===== src/rtl/ascii_uart_pkg.sv =====
// Shared types, constants and the hex-digit to lowercase-ASCII encoder for the UART transmit path.
package ascii_uart_pkg;

  typedef enum logic [2:0] {
    IDLE,
    START,
    DATA,
    PARITY,
    STOP
  } tx_state_t;

  localparam logic [7:0] ASCII_DIGIT_BASE = 8'd48;
  localparam logic [7:0] ASCII_LOWER_BASE = 8'd97;

  function automatic logic [7:0] hex_to_ascii(input logic [3:0] digit);
    if (digit < 4'd10)
      return ASCII_DIGIT_BASE + {4'd0, digit};
    else
      return ASCII_LOWER_BASE + {4'd0, digit} - 8'd10;
  endfunction

endpackage


===== src/rtl/uart_baud_counter.sv =====
// Bit-period timer: counts 0..CLKS_PER_BIT-1 while enabled and flags the terminal count.
module uart_baud_counter #(
  parameter int unsigned CLKS_PER_BIT = 10416
) (
  input  logic clk,
  input  logic rst_n,
  input  logic clear,
  input  logic en,
  output logic bit_tick
);

  localparam int unsigned W = (CLKS_PER_BIT > 1) ? $clog2(CLKS_PER_BIT) : 1;
  localparam logic [W-1:0] LAST = W'(CLKS_PER_BIT - 1);

  logic [W-1:0] count;

  assign bit_tick = en && (count == LAST);

  always_ff @(posedge clk or negedge rst_n) begin
    if (!rst_n)
      count <= '0;
    else if (clear)
      count <= '0;
    else if (en)
      count <= bit_tick ? '0 : count + W'(1);
  end

endmodule


===== src/rtl/ascii_uart_tx.sv =====
// Hex digit to ASCII UART transmitter, 8N1 LSB first; define ASCII_UART_TX_PARITY_EN for 8E1.
module ascii_uart_tx
  import ascii_uart_pkg::*;
#(
  parameter int unsigned CLKS_PER_BIT = 10416
) (
  input  logic       clk,
  input  logic       rst_n,
  input  logic [3:0] digit_in,
  input  logic       send_valid,
  output logic       send_ready,
  output logic       tx,
  output logic       busy,
  output logic       tx_done,
  output logic [7:0] ascii_out
);

  tx_state_t  state;
  logic       accept;
  logic       bit_tick;
  logic [7:0] shreg;
  logic [2:0] bit_idx;
`ifdef ASCII_UART_TX_PARITY_EN
  logic       par;
`endif

  assign accept = send_valid && send_ready;

  uart_baud_counter #(
    .CLKS_PER_BIT(CLKS_PER_BIT)
  ) u_baud (
    .clk     (clk),
    .rst_n   (rst_n),
    .clear   (accept),
    .en      (busy),
    .bit_tick(bit_tick)
  );

  always_ff @(posedge clk or negedge rst_n) begin
    if (!rst_n) begin
      state      <= IDLE;
      tx         <= 1'b1;
      send_ready <= 1'b1;
      busy       <= 1'b0;
      tx_done    <= 1'b0;
      ascii_out  <= '0;
      shreg      <= '0;
      bit_idx    <= '0;
`ifdef ASCII_UART_TX_PARITY_EN
      par        <= 1'b0;
`endif
    end else begin
      tx_done <= 1'b0;
      case (state)
        IDLE: begin
          if (accept) begin
            ascii_out  <= hex_to_ascii(digit_in);
            shreg      <= hex_to_ascii(digit_in);
`ifdef ASCII_UART_TX_PARITY_EN
            par        <= ^hex_to_ascii(digit_in);
`endif
            bit_idx    <= '0;
            tx         <= 1'b0;
            send_ready <= 1'b0;
            busy       <= 1'b1;
            state      <= START;
          end
        end
        START: begin
          if (bit_tick) begin
            tx    <= shreg[0];
            state <= DATA;
          end
        end
        DATA: begin
          // tx is registered, so the next bit is taken from shreg[1] as the register shifts
          if (bit_tick) begin
            if (bit_idx == 3'd7) begin
`ifdef ASCII_UART_TX_PARITY_EN
              tx    <= par;
              state <= PARITY;
`else
              tx    <= 1'b1;
              state <= STOP;
`endif
            end else begin
              bit_idx <= bit_idx + 3'd1;
              shreg   <= {1'b0, shreg[7:1]};
              tx      <= shreg[1];
            end
          end
        end
`ifdef ASCII_UART_TX_PARITY_EN
        PARITY: begin
          if (bit_tick) begin
            tx    <= 1'b1;
            state <= STOP;
          end
        end
`endif
        STOP: begin
          if (bit_tick) begin
            send_ready <= 1'b1;
            busy       <= 1'b0;
            tx_done    <= 1'b1;
            state      <= IDLE;
          end
        end
        default: begin
          tx         <= 1'b1;
          send_ready <= 1'b1;
          busy       <= 1'b0;
          state      <= IDLE;
        end
      endcase
    end
  end

endmodule


===== config.mk =====
export PLATFORM = sky130hd
export DESIGN_NAME = ascii_uart_tx
export DESIGN_NICKNAME = d
export VERILOG_FILES = /design/src/rtl/ascii_uart_pkg.sv /design/src/rtl/uart_baud_counter.sv /design/src/rtl/ascii_uart_tx.sv
export SDC_FILE = /design/constraint.sdc
export NUM_CORES = 1
export LEC_CHECK = 0
export BUFFER_PORTS_ARGS = -buffer_cell sky130_fd_sc_hd__buf_2
export CORE_ASPECT_RATIO = 0.5
export CORE_MARGIN = 8
export CORE_UTILIZATION = 42
export DETAILED_ROUTE_END_ITERATION = 16
export GPL_TIMING_DRIVEN = 0
export HOLD_SLACK_MARGIN = 0.02
export PLACE_DENSITY_LB_ADDON = 0.1
export SLEW_MARGIN = 30
export SYNTH_ARGS = -nofsm -noshare
export SYNTH_HDL_FRONTEND = slang
export SYNTH_SLANG_ARGS = --single-unit

===== constraint.sdc =====
create_clock -name clk -period 3.3 [get_ports clk]
set_clock_uncertainty 0.1 [all_clocks]
set_input_delay 0.66 -clock clk [delete_from_list [all_inputs] [get_ports clk]]
set_output_delay 0.66 -clock clk [all_outputs]
set_load 0.05 [all_outputs]

==> out/qor.yml <==
worst_setup_path:
  r2r_cells: 4
  crit_required_ns: 3.37
  crit_family: "simple AND/OR/NAND/NOR gates"
  path_buf_inv: 0
  cp.arrival_ns: 2.87
  cp_slowest_cell: "or4_1"
  cp-end-kind: "register"
  crit_type: "register to register"
  r2r-start: "u_baud.count[6]"
  crit_path_cell_trace: "or4_1, or4_4, a211oi_4, mux2_2"
  r2r_end: "shreg[5]"
  cp_max_fo: 10
  slowest_delay_ns: 0.58
  worstSetupStartpointType: "register"
  r2r_slack_ns: 0.50
sta:
  finalHoldViolCount: 0
  whs_ns: 0.230
  worst_slew_pin_slew_ns: 0.775
  period_minus_slack_ns: 2.80
  finalSetupViolations: 0
  tns_ns: 0
  worst_slack_ns: 0.501
  max_freq_mhz: 357
  slew_viol_final: 0
  max_slew_margin_pct: 47.9
  rsz0062_at_grt: "false"
  fin_crit_sh_pct: 84.8
route:
  vias: 1551
  first_iter_violations: 91
  vias_per_cell: 5.26
  ant_nets: 0
  drc: 0
  wl_um: 4120
  wl_per_cell_um: 14.0
  first_pass_iters: 4
finish:
  final_cells: 295
  antenna_cells: 0
  fin_area_um2: 2250
  final_layout_size_suffix_gt1_share_pct: 17.5
  n_fill_cell: 429
  syn2layout_area_growth_pct: 12.9
  final_nets: 239
global_route:
  grt_pass1_wl_um: 7330
  grt_pass1_vias: 1561
  grt_overflow: 0
  grt.total_usage_pct: 12.3
  antenna_found_initial: 0
  grt_max_degree: 39
place:
  dp_hpwl_um: 2970
  placed_area_um2: 2170
  dp_cells: 287
  gp_congestion: 0.807
  post-place-ws_ns: 0.514
  portBuffers: 17
yosys:
  yosys_warnings: 0
  synth_nets: 215
  synth_ff_type: "dfrtp_1"
  synthCells: 204
  synth_top_cells_by_area: "dfrtp_1, mux2_2, nand2_1, a21oi_1, o21ai_0"
  syn-cell-area_um2: 1990
  yosysTopAreaCellShare_pct: 45.2
  synth_edf_count: 0
  yosys.area.top_type: "dfrtp_1"
  synth_seq_cells: 38
  yosysUniqueCellTypes: 48
  synth.yosys.seq_area_share_pct: 47.8
  ys_async_sr_fraction_pct: 100
  syn_area_per_cell_um2: 9.77
pwr:
  vdd_drop_max_v: 0.000229
  leakagePower_nw: 0.976
  pwr_density_cell_nw_per_um2: 530
cts:
  clockBufferDepth: 2
  cts_hold_buf: 0
  cts_setup_buffers: 0
  clk_pin_slew_worst_paths_ns: 0.07
  cts-root-buf: "clkbuf_8"
  insertion_delay_ns: 0.28
  cts_resized: 0
  cts_tree: "yes"
  clock_sinks: 38
  cts_inserted_buffers: 5
  h-tree-depth: 2
floorplanning:
  die_w_um: 113
  ios: 19
  core_area_um2: 4490
  die_area_um2: 7340
  rows: 17
  start_util_pct: 44.4
  die_h_um: 64.7
worst_hold_path:
  hold_class: "input port to asynchronous set/reset pin"
run_status:
  status: "completed"
job:
  max-cap-violations: 0
worst max-delay path by stage:
stage | from | end | slack (ns) | depth (start not counted)
floorplan | u_baud.count[10] | bit_idx[0] | 0.76 | 4
global placement | u_baud.count[6] | shreg[4] | 0.55 | 4
finish | u_baud.count[6] | shreg[5] | 0.50 | 4
global route | u_baud.count[6] | shreg[0] | 0.40 | 4
detailed placement | u_baud.count[6] | shreg[5] | 0.51 | 4
CTS | u_baud.count[6] | shreg[5] | 0.48 | 4
cell usage in the layout (no fill, tap or decap), types with 3 or more instances in the layout:
cell type,netlist,routed
or3_1,3,3
nor2_1,9,9
clkbuf_1,7,10
nand2_1,24,24
nor4_1,5,4
mux2_2,10,10
nand4_1,3,3
a21oi_1,13,13
o21ai_0,13,13
buf_2,0,16
mux2i_1,3,3
inv_1,13,13
nor3b_1,3,3
xnor2_1,5,5
ha_1,4,4
nand3_1,9,9
clkbuf_8,0,5
dfrtp_1,36,36
nor3_1,5,5
xor2_1,3,3
sequential cells by signal, summed over array words and instances, names as in the netlist:
name,count
bit_idx,3
ascii_out,7
send_ready,1
tx_done,1
u_baud.count,14
state,3
tx,1
busy,1
shreg,7
report_power, final:
group	internal [mW]	leakage [nW]	switching [mW]
combinational	0.105	0.471	0.159
sequential	0.547	0.465	0.0727
clock	0.150	0.0395	0.158
total	0.801	0.976	0.390
per-layer routing:
| metal | part of all wire, % | vias to the layer above | global-route usage (%) |
|---|---|---|---|
| li1 | - | 778 | - |
| met1 | 50 | 750 | 14.9 |
| met2 | 46 | 19 | 20.9 |
| met3 | 3.8 | 4 | 3.97 |
| met4 | 0.58 | 0 | 3.45 |
| met5 | 0 | - | 0 |
cell type report:
| cell class | count | area [um2] | share of cell area (%) |
|---|---|---|---|
| clock buffers | 8 | 80.1 | 3.56 |
| well taps | 66 | 82.6 | 3.67 |
| multi-input cells | 145 | 963 | 42.8 |
| repair buffers | 17 | 87.6 | 3.89 |
| inverters | 13 | 48.8 | 2.17 |
| plain buffers | 8 | 33.8 | 1.50 |
| flip-flops and latches | 38 | 953 | 42.4 |
cell usage after synthesis, types with 2 or more instances:
cell / instances
a211o_1: 2
a21o_1: 2
a21oi_1: 13
a2bb2oi_1: 2
and3_1: 2
clkbuf_1: 7
dfrtp_1: 36
dfstp_2: 2
ha_1: 4
inv_1: 13
mux2_2: 10
mux2i_1: 3
nand2_1: 24
nand3_1: 9
nand4_1: 3
nor2_1: 9
nor3_1: 5
nor3b_1: 3
nor4_1: 5
o211ai_1: 2
o21ai_0: 13
or3_1: 3
xnor2_1: 5
xor2_1: 3
through the flow:
stage	utilization, %	total power [mW]
after detailed placement	48.3	0.895
after CTS	50.1	1.21
final	50.1	1.19
after floorplan	-	0.820
after global placement	48.1	0.886
after global routing	50.1	1.27
cell families (layout without fill, tap and decap cells):
kind of cell / Yosys count / in the layout / synth area share (%)
adders and majority gates: 4 / 4 / 2.51
AOI/OAI and AO/OA: 44 / 44 / 14.5
other: 1 / 1 / 0.188
muxes: 13 / 13 / 7.16
and+or+nand+nor: 75 / 75 / 20.2
xor gates and xnor gates: 8 / 8 / 3.52
DFF: 38 / 38 / 47.8
buffers and inverters: 21 / 46 / 4.14
(Power assumes the default switching activity.)
